### src/rtl/vec_mem_pkg.sv
// Shared types and helpers for the multi-lane vector memory stage.
package vec_mem_pkg;

  typedef enum logic [2:0] {
    S_IDLE,
    S_WRITE,
    S_READ,
    S_DRAIN,
    S_DONE
  } state_e;

  localparam logic OP_SCALAR = 1'b0;
  localparam logic OP_VECTOR = 1'b1;
  localparam logic SRC_RD2   = 1'b0;
  localparam logic SRC_ALU   = 1'b1;

  function automatic int num_beats(input int i, input int p);
    return (i + p - 1) / p;
  endfunction

  // Lane mask for the final vector beat; a full beat when P divides I.
  function automatic logic [31:0] last_mask(input int i, input int p);
    int r;
    r = i % p;
    return (r == 0) ? ~(32'hFFFF_FFFF << p) : ~(32'hFFFF_FFFF << r);
  endfunction

endpackage

### src/rtl/vec_mem_beat_gen.sv
// Beat sequencer: counts beats, forms the wrapped beat address, lane enables and last flag.
module vec_mem_beat_gen
  import vec_mem_pkg::*;
#(
  parameter int I  = 20,
  parameter int P  = 4,
  parameter int A  = 6,
  parameter int NB = num_beats(I, P),
  parameter int KW = $clog2(NB + 1)
) (
  input  logic          clk,
  input  logic          rst_n,
  input  logic          clr_i,
  input  logic          adv_i,
  input  logic          vec_i,
  input  logic [A-1:0]  base_i,
  output logic [KW-1:0] k_o,
  output logic [A-1:0]  addr_o,
  output logic [P-1:0]  be_o,
  output logic          last_o
);

  localparam logic [P-1:0] LAST_BE = P'(last_mask(I, P));

  logic [KW-1:0] k_q;

  always_ff @(posedge clk or negedge rst_n) begin
    if (!rst_n)     k_q <= '0;
    else if (clr_i) k_q <= '0;
    else if (adv_i) k_q <= k_q + KW'(1);
  end

  assign k_o    = k_q;
  assign addr_o = base_i + A'(int'(k_q) * P);
  assign last_o = vec_i ? (k_q == KW'(NB - 1)) : 1'b1;
  assign be_o   = !vec_i ? P'(1) : (last_o ? LAST_BE : '1);

endmodule

### src/rtl/vec_mem_stage_mp.sv
// Multi-lane vector/scalar memory stage: moves P items per beat between pipeline and item memory.
module vec_mem_stage_mp
  import vec_mem_pkg::*;
#(
  parameter int I = 20,
  parameter int L = 8,
  parameter int A = 6,
  parameter int P = 4
) (
  input  logic           clk,
  input  logic           rst,
  input  logic           start,
  input  logic           op_type,
  input  logic           op_source,
  input  logic           write_enable,
  input  logic [A-1:0]   address,
  input  logic [I*L-1:0] aluResultV,
  input  logic [I*L-1:0] rd2_vec,
  input  logic [L-1:0]   aluResultS,
  input  logic [L-1:0]   rd2_sca,
  input  logic [P*L-1:0] mem_rdata,
  output logic [A-1:0]   mem_addr,
  output logic [P*L-1:0] mem_wdata,
  output logic           mem_we,
  output logic [P-1:0]   mem_be,
  output logic [L-1:0]   scalar_output,
  output logic [I*L-1:0] vector_output,
  output logic           busy,
  output logic           mem_finished
);

  localparam int NB = num_beats(I, P);
  localparam int KW = $clog2(NB + 1);
  localparam int IL = I * L;
  localparam int PL = P * L;

  state_e        state_q;
  logic          op_q;
  logic [A-1:0]  addr_q;
  logic [IL-1:0] wd_q;
  logic [IL-1:0] vec_q;
  logic [L-1:0]  sca_q;
  logic          busy_q;
  logic          fin_q;
  logic          cap_vld_q;
  logic [KW-1:0] cap_k_q;
  logic [P-1:0]  cap_be_q;

  logic [KW-1:0] k;
  logic [A-1:0]  beat_addr;
  logic [P-1:0]  beat_be;
  logic          last;
  logic          active;
  logic [PL-1:0] wd_beat;
  logic [PL-1:0] rd_m;
  logic [PL-1:0] lane_m;
  logic [IL-1:0] vec_d;

  assign active = (state_q == S_WRITE) || (state_q == S_READ);

  vec_mem_beat_gen #(.I(I), .P(P), .A(A), .NB(NB), .KW(KW)) u_beat (
    .clk    (clk),
    .rst_n  (rst),
    .clr_i  ((state_q == S_IDLE) && start),
    .adv_i  (active),
    .vec_i  (op_q),
    .base_i (addr_q),
    .k_o    (k),
    .addr_o (beat_addr),
    .be_o   (beat_be),
    .last_o (last)
  );

  // Beat k covers items k*P.. of the snapshot, so shifting the snapshot down aligns lane 0.
  assign wd_beat = PL'(wd_q >> (int'(k) * PL));

  for (genvar j = 0; j < P; j++) begin : g_lane
    assign mem_wdata[j*L +: L] = (state_q == S_WRITE && beat_be[j]) ? wd_beat[j*L +: L] : '0;
    assign rd_m[j*L +: L]      = cap_be_q[j] ? mem_rdata[j*L +: L] : '0;
    assign lane_m[j*L +: L]    = {L{cap_be_q[j]}};
  end

  // Read data lags its address by one cycle, so merge using the previous beat's index/mask.
  assign vec_d = (vec_q & ~(IL'(lane_m) << (int'(cap_k_q) * PL)))
               | (IL'(rd_m) << (int'(cap_k_q) * PL));

  always_ff @(posedge clk or negedge rst) begin
    if (!rst) begin
      state_q   <= S_IDLE;
      op_q      <= OP_SCALAR;
      addr_q    <= '0;
      wd_q      <= '0;
      vec_q     <= '0;
      sca_q     <= '0;
      busy_q    <= 1'b0;
      fin_q     <= 1'b0;
      cap_vld_q <= 1'b0;
      cap_k_q   <= '0;
      cap_be_q  <= '0;
    end else begin
      cap_vld_q <= (state_q == S_READ);
      cap_k_q   <= k;
      cap_be_q  <= beat_be;
      if (cap_vld_q) begin
        if (op_q == OP_VECTOR) vec_q <= vec_d;
        else                   sca_q <= mem_rdata[L-1:0];
      end
      fin_q <= 1'b0;
      unique case (state_q)
        S_IDLE: if (start) begin
          op_q   <= op_type;
          addr_q <= address;
          busy_q <= 1'b1;
          if (op_type == OP_VECTOR)
            wd_q <= (op_source == SRC_ALU) ? aluResultV : rd2_vec;
          else
            wd_q <= IL'((op_source == SRC_ALU) ? aluResultS : rd2_sca);
          state_q <= write_enable ? S_WRITE : S_READ;
        end
        S_WRITE: if (last) begin
          state_q <= S_DONE;
          busy_q  <= 1'b0;
          fin_q   <= 1'b1;
        end
        S_READ: if (last) state_q <= S_DRAIN;
        S_DRAIN: begin
          state_q <= S_DONE;
          busy_q  <= 1'b0;
          fin_q   <= 1'b1;
        end
        S_DONE:  state_q <= S_IDLE;
        default: state_q <= S_IDLE;
      endcase
    end
  end

  assign mem_addr      = active ? beat_addr : '0;
  assign mem_be        = active ? beat_be : '0;
  assign mem_we        = (state_q == S_WRITE);
  assign busy          = busy_q;
  assign mem_finished  = fin_q;
  assign vector_output = vec_q;
  assign scalar_output = sca_q;

endmodule

### config.mk
export PLATFORM = sky130hd
export DESIGN_NAME = vec_mem_stage_mp
export DESIGN_NICKNAME = d
export VERILOG_FILES = /design/src/rtl/vec_mem_pkg.sv /design/src/rtl/vec_mem_beat_gen.sv /design/src/rtl/vec_mem_stage_mp.sv
export SDC_FILE = /design/constraint.sdc
export NUM_CORES = 1
export LEC_CHECK = 0
export ABC_CLOCK_PERIOD_IN_PS = 2600
export BUFFER_PORTS_ARGS = -buffer_cell sky130_fd_sc_hd__buf_2
export CORE_AREA = 2 2 230 232
export CTS_BUF_LIST = sky130_fd_sc_hd__clkbuf_8
export DETAILED_ROUTE_END_ITERATION = 10
export DIE_AREA = 0 0 232 234
export GPL_TIMING_DRIVEN = 0
export PLACE_DENSITY = 0.57
export SETUP_SLACK_MARGIN = 0.05
export SLEW_MARGIN = 30
export SYNTH_ARGS = -nofsm -noshare
export SYNTH_HDL_FRONTEND = slang
export SYNTH_SLANG_ARGS = --single-unit
### constraint.sdc
create_clock -name clk -period 2.6 [get_ports clk]
set_clock_uncertainty 0.15 [all_clocks]
set_input_delay 0.13 -clock clk [delete_from_list [all_inputs] [get_ports clk]]
set_output_delay 0.13 -clock clk [all_outputs]
set_load 0.01 [all_outputs]
# Word-level counts from Yosys, hierarchy flattened

Cells that the tools add are included.

Flip-flop bits (word level): 351
Output and inout bits: 213
Word-level logic and storage cells: 69
Input port bits: 380

Bitwise gates (word level): 4
$add $sub $neg: 2
Shift operators: 3
Reduce and logical (&&, ||, !) cells: 14
Eq/ne operators: 7
Multiplexer cells: 27

Operators with widths:

| operator                                                               | number |
|---|---|
| 160-bit two-way mux                                                    | 2 |
| 32-bit by 8-bit left shift with 160-bit output                         | 2 |
| 160-bit bitwise AND                                                    | 1 |
| 160-bit inverter                                                       | 1 |
| 160-bit OR                                                             | 1 |
| 160-bit by 8-bit >> shifter with 32-bit output                         | 1 |
| 8-bit two-way mux                                                      | 9 |
| 3-bit two-way mux                                                      | 5 |
| 3-bit case mux with 4 select lines                                     | 1 |
| 4-bit two-way mux                                                      | 2 |
| 6-bit by 5-bit adder with 6-bit output                                 | 1 |
| 3-bit by 2-bit equality test with 1-bit output (second input constant) | 2 |
| 6-bit two-way mux                                                      | 1 |
| 2-bit AND reduction                                                    | 3 |
| 3-bit AND reduction                                                    | 2 |
| 1-bit logical AND                                                      | 5 |
| 1-bit two-way mux                                                      | 4 |
| 2-bit inequality test (second input constant)                          | 2 |
| 3-bit by 1-bit adder with 3-bit output (second input constant)         | 1 |
| 3-bit by 1-bit equality test with 1-bit output (second input constant) | 1 |
| 3-bit equality test (second input constant)                            | 1 |
| 3-bit logical NOT                                                      | 1 |
| 1-bit case mux with 3 select lines                                     | 1 |
| 3-bit nonzero test                                                     | 1 |
| 6 further kinds                                                        | 6 |

# Logic depth before layout (Yosys ltp)

Depth after elaboration: 4
Depth in mapped cells: 7
Gate-level depth less buffers: 5

# Hierarchy

From an unflattened synthesis, not the netlist that was laid out.

Cell total of the unflattened synthesis: 1390
Area total of the unflattened synthesis: 17013.8 um^2

By module, submodules not included:

| module           | seq. area each (um^2) | cells an instance | times used | area each (um^2) |
|---|---|---|---|---|
| vec_mem_stage_mp | 8708.4                | 1356              | 1          | 16704.8 |
| vec_mem_beat_gen | 75.1                  | 34                | 1          | 309.0 |

# Least setup slack after synthesis

Ideal clock, no wire load.

Path kind: register -> output
Start point: register u_beat.k_q[1] (netlist: u_beat.k_o[1])
End point: output port mem_addr[4]
Buffers on the path: 2
Required time: 2.320 ns
Arrival time: 1.684 ns
Path slack: 0.636 ns
Stages on the path, launching flop included: 7
Path through: dfrtp_1 -> buf_2 -> buf_2 -> inv_1 -> fa_1 -> xor2_1 -> nor3_1

Cells in the longest elaborated chain, start to end: 2

Ends and longest elaborated chain:

| item                                   | RTL line                | source |
|---|---|---|
| start, declared                        | vec_mem_beat_gen.sv:25  | `logic [KW-1:0] k_q;` |
| start signal, assigned                 | vec_mem_beat_gen.sv:30  | `else if (adv_i) k_q <= k_q + KW'(1);` |
| 6-bit by 5-bit adder with 6-bit output | vec_mem_beat_gen.sv:34  | `assign addr_o = base_i + A'(int'(k_q) * P);` |
| 6-bit two-way mux                      | vec_mem_stage_mp.sv:137 | `assign mem_addr = active ? beat_addr : '0;` |
| end, declared                          | vec_mem_stage_mp.sv:22  | `output logic [A-1:0] mem_addr,` |

No other way between the ends.

# Worst setup path after layout

Start point: register u_beat.k_q[1] (netlist: u_beat.k_o[1])
End point: output port mem_wdata[29]

Cells in the longest elaborated chain, start to end: 2

Ends and longest elaborated chain:

| item                                           | RTL line               | source |
|---|---|---|
| 160-bit by 8-bit >> shifter with 32-bit output | vec_mem_stage_mp.sv:75 | `assign wd_beat = PL'(wd_q >> (int'(k) * PL));` |
| 8-bit two-way mux                              | vec_mem_stage_mp.sv:78 | `assign mem_wdata[j*L +: L] = (state_q == S_WRITE && beat_be[j]) ? wd_beat[j*L +: L] : '0;` |
| end, declared                                  | vec_mem_stage_mp.sv:23 | `output logic [P*L-1:0] mem_wdata,` |

No other way between the ends.

==> flow_summary.yaml <==
worst_setup_path:
  critPathTopFamily: "buffers and inverters"
  worst_setup_path_end_kind: "primary output"
  startpoint: "u_beat.k_o[1]"
  start_kind: "register"
  timing.rr.end: "vector_output[140]"
  r2r_slack_ps: 150
  slowest_delay_ps: 400
  path_max_fanout: 6
  arrival_ps: 2350
  crit_chain: "buf_6, buf_12, mux2_4, a222oi_1, nor2_1, buf_2"
  required_ps: 2320
  crit_type: "reg2out"
  r2r_start: "cap_k_q[1]"
  r2r_cells: 5
  cp-endpoint: "mem_wdata[29]"
  cp.depth: 6
  cp_num_buf_inv: 3
  cp_slowest_cell: "dfrtp_1"
pwr:
  comb_power_share_pct: 41.9
  p_switching_w: 0.008575
  leakage_nw: 13.69
  p_per_area_mw_per_mm2: 884.4
  p_int_w: 0.01522
  irDropWorstVdd_uv: 454.0
  swShare_pct: 36.03
  pwr-share-seq_pct: 36.0
  clockPowerShare_pct: 22.1
timing:
  worst_slew_pin_slew_ps: 884.5
  drv_slew: 0
  fin_crit_sh_pct: 101.1
  fin_ws_ps: -29.17
  finalWorstPathRequiredPeriod_ps: 2629
  clock.fmax_mhz: 380.3
  hold_viol_final: 0
  timing.hold.ws_ps: 144.6
  slew_headroom_pct: 40.81
  finalSetupTns_ps: -52.58
  rsz0062_at_grt: "yes"
  finalSetupViolations: 2
floorplan:
  io_pins: 593
  die_area_mm2: 0.05429
  fp.dieH_um: 234
  start_util_pct: 32.50
  core-area_mm2: 0.05202
  num_rows: 84
  die_w_um: 232
global_route:
  grt_pass1_wl_mm: 100.6
  grt_overflow: 0
  track_usage_pct: 24.69
  grt_max_degree: 88
  grt_pass1_vias: 16524
  antenna_found_initial: 8
detailed_routing:
  via_per_inst: 4.965
  first_pass_iters: 5
  drtIter0Drc: 791
  wl_mm: 68.98
  drcViolationCount: 0
  wl_per_cell_um: 21.81
  ant_nets: 0
  vias: 15705
synthesis:
  synth_area_leader_cell: "dfrtp_1"
  yosys_warnings: 0
  synth_fa_ha_area_share_pct: 0.4884
  synth-compound-area-share_pct: 10.74
  synthCells: 1375
  postSynthAreaPerCell_um2: 12.30
  netlist-cell-type-count: 44
  synth_top_family_by_area: "multiplexers"
  synthFlopType: "dfrtp_1"
  synth-async-reset-ratio_pct: 100.0
  synthesis.area_mm2: 0.01691
  synth_edf_count: 0
  syn-num-nets: 1761
  synth_mux_area_share_pct: 25.63
  synth_top_area_share_pct: 51.65
  ys_ff_latch: 349
  seq_area_frac_synth_pct: 51.65
  synth_area_leaders: "dfrtp_1, mux2_2, mux2i_1"
  synthSimpleGateAreaFrac_pct: 6.660
  synth-xor-area-share_pct: 0.1554
final_layout:
  drive_above_1_share_pct: 44.76
  design_area_mm2: 0.02691
  fin_nets: 2811
  utilization_pct: 51.72
  area_delta_synth_final_pct: 59.12
  fillers: 4517
clock_network:
  clkSlewWorstSetupHoldPaths_ps: 60
  h-tree-depth: 2
  clock_sinks: 349
  cts_made_buffers: 59
  clockRootBuffer: "clkbuf_8"
  tritoncts: "done"
  clock_latency_ps: 650
  clock_path_buffers: 3
job:
  maxCapViolations: 0
hold_path:
  hold_path_class: "in2reg"
place:
  hpwl_mm: 49.55
  gp_congestion: 0.9341
  placed_area_mm2: 0.02085
  port-buffer-count: 590
status:
  violations: "setup timing"
  status: "finished, violations left"
cells in the mapped netlist (all sizes together) (2+ instances only):
library cell / number
a21oi: 38
a22o: 152
a22oi: 30
and3: 4
buf: 76
clkbuf: 38
dfrtp: 349
ha: 5
inv: 8
mux2: 231
mux2i: 155
mux4: 8
nand2: 78
nand2b: 3
nand3: 5
nand4b: 3
nor2: 159
nor2b: 2
nor3: 4
nor3b: 4
o21ai: 4
or3: 2
xor2: 2
registers in the layout, indices dropped and copies added, names as in the netlist, 2 cells and up:
register       count
scalar_output      8
addr_q             6
vector_output    160
state_q            3
wd_q             160
cap_be_q           2
u_beat.k_o         3
cap_k_q            3
per-stage QoR:
| stage | worst slack [ps] | total power, W | std cells |
|---|---|---|---|
| global route | -126.2 | 0.02515 | 3161 |
| floorplan | 636.5 | 0.01327 | 1375 |
| finish | -29.17 | 0.02380 | 3163 |
| CTS | -94.66 | 0.02350 | 3155 |
| detailed placement | -168.3 | 0.01682 | 2657 |
| global placement | -5532 | 0.01658 | 2653 |
power groups by stage:
stage | registers, W | clock network [W] | logic [W]
floorplan | 0.00858 | 0 | 0.00468
global placement | 0.00847 | 0 | 0.00811
detailed placement | 0.00854 | 0 | 0.00827
CTS | 0.00850 | 0.00541 | 0.00959
global route | 0.00877 | 0.00568 | 0.0107
finish | 0.00856 | 0.00527 | 0.00997
layout make-up:
type                       count  area [um^2]  share of cell area [%]
antenna                        4        10.01                 0.03720
buffer                       114        967.2                   3.595
clock buffer                  71        977.2                   3.632
clock inverter                36        276.5                   1.028
inverter                       9        37.54                  0.1395
multi-input combinational    903         7933                   29.48
sequential                   349         8736                   32.47
tap                          688        860.8                   3.199
timing repair buffer         989         7108                   26.42
per-layer routing:
| layer | vias up | wire (um) | track usage, % |
|---|---|---|---|
| met5 | - | 39 | 0 |
| met3 | 143 | 4363 | 5.508 |
| met4 | 6 | 2656 | 9.575 |
| li1 | 7097 | - | - |
| met1 | 7803 | 27780 | 29.26 |
| met2 | 656 | 34130 | 43.52 |
worst min-delay path, cell delays in order:
cell	delay, ps
dlygate4sd3_1	520
buf_2	130
mux2_1	120
worst min-delay path by stage:
stage                  startpoint           endpoint  slack, ps  cells after the start
finish              mem_rdata[19]  vector_output[19]        140                      3
global route        mem_rdata[17]  vector_output[17]        120                      3
CTS                 mem_rdata[19]  vector_output[19]         70                      3
detailed placement            rst   vector_output[4]        -30                      1
global placement       address[4]          addr_q[4]        180                      3
floorplan                     rst          addr_q[0]       -320                      0
kinds of logic after synthesis:
logic type	count (synthesis)
buf+inv	123
simple gates	269
flops	349
other cells	1
fa+ha+maj	6
mux	394
compound gates	230
xor+xnor	3
layout by cell type (no fill, tap or decap), drive strengths merged, types with 2 or more instances in the layout:
cell type    synthesis  final
clkinvlp             0      3
ha                   5      5
buf                 76    698
xor2                 2      2
nor3b                4      4
a21oi               38     38
o21ai                4      4
a22o               152    152
clkbuf              38    107
nand3                5      5
mux2               231    231
nor2b                2      2
nor3                 4      4
bufinv               0      4
nand2b               3      3
clkinv               1     11
or3                  2      2
mux2i              155    155
nand4b               3      3
and3                 4      4
inv                  8     27
nand2               78     78
diode                0      4
dfrtp              349    349
dlygate4sd3          0    369
mux4                 8      8
nor2               159    159
a22oi               30     30
repair_timing:
action / 4_1_cts / 5_1_grt
setup buffers: 19 / 6
gates resized for setup: 136 / 70
pin swaps: 28 / 41
hold endpoints to repair: 536 / 0
hold buffers: 370 / 0
setup endpoints to repair: 38 / 36
cloned: 2 / 1
Note: power is estimated with default switching activity, not from simulation.
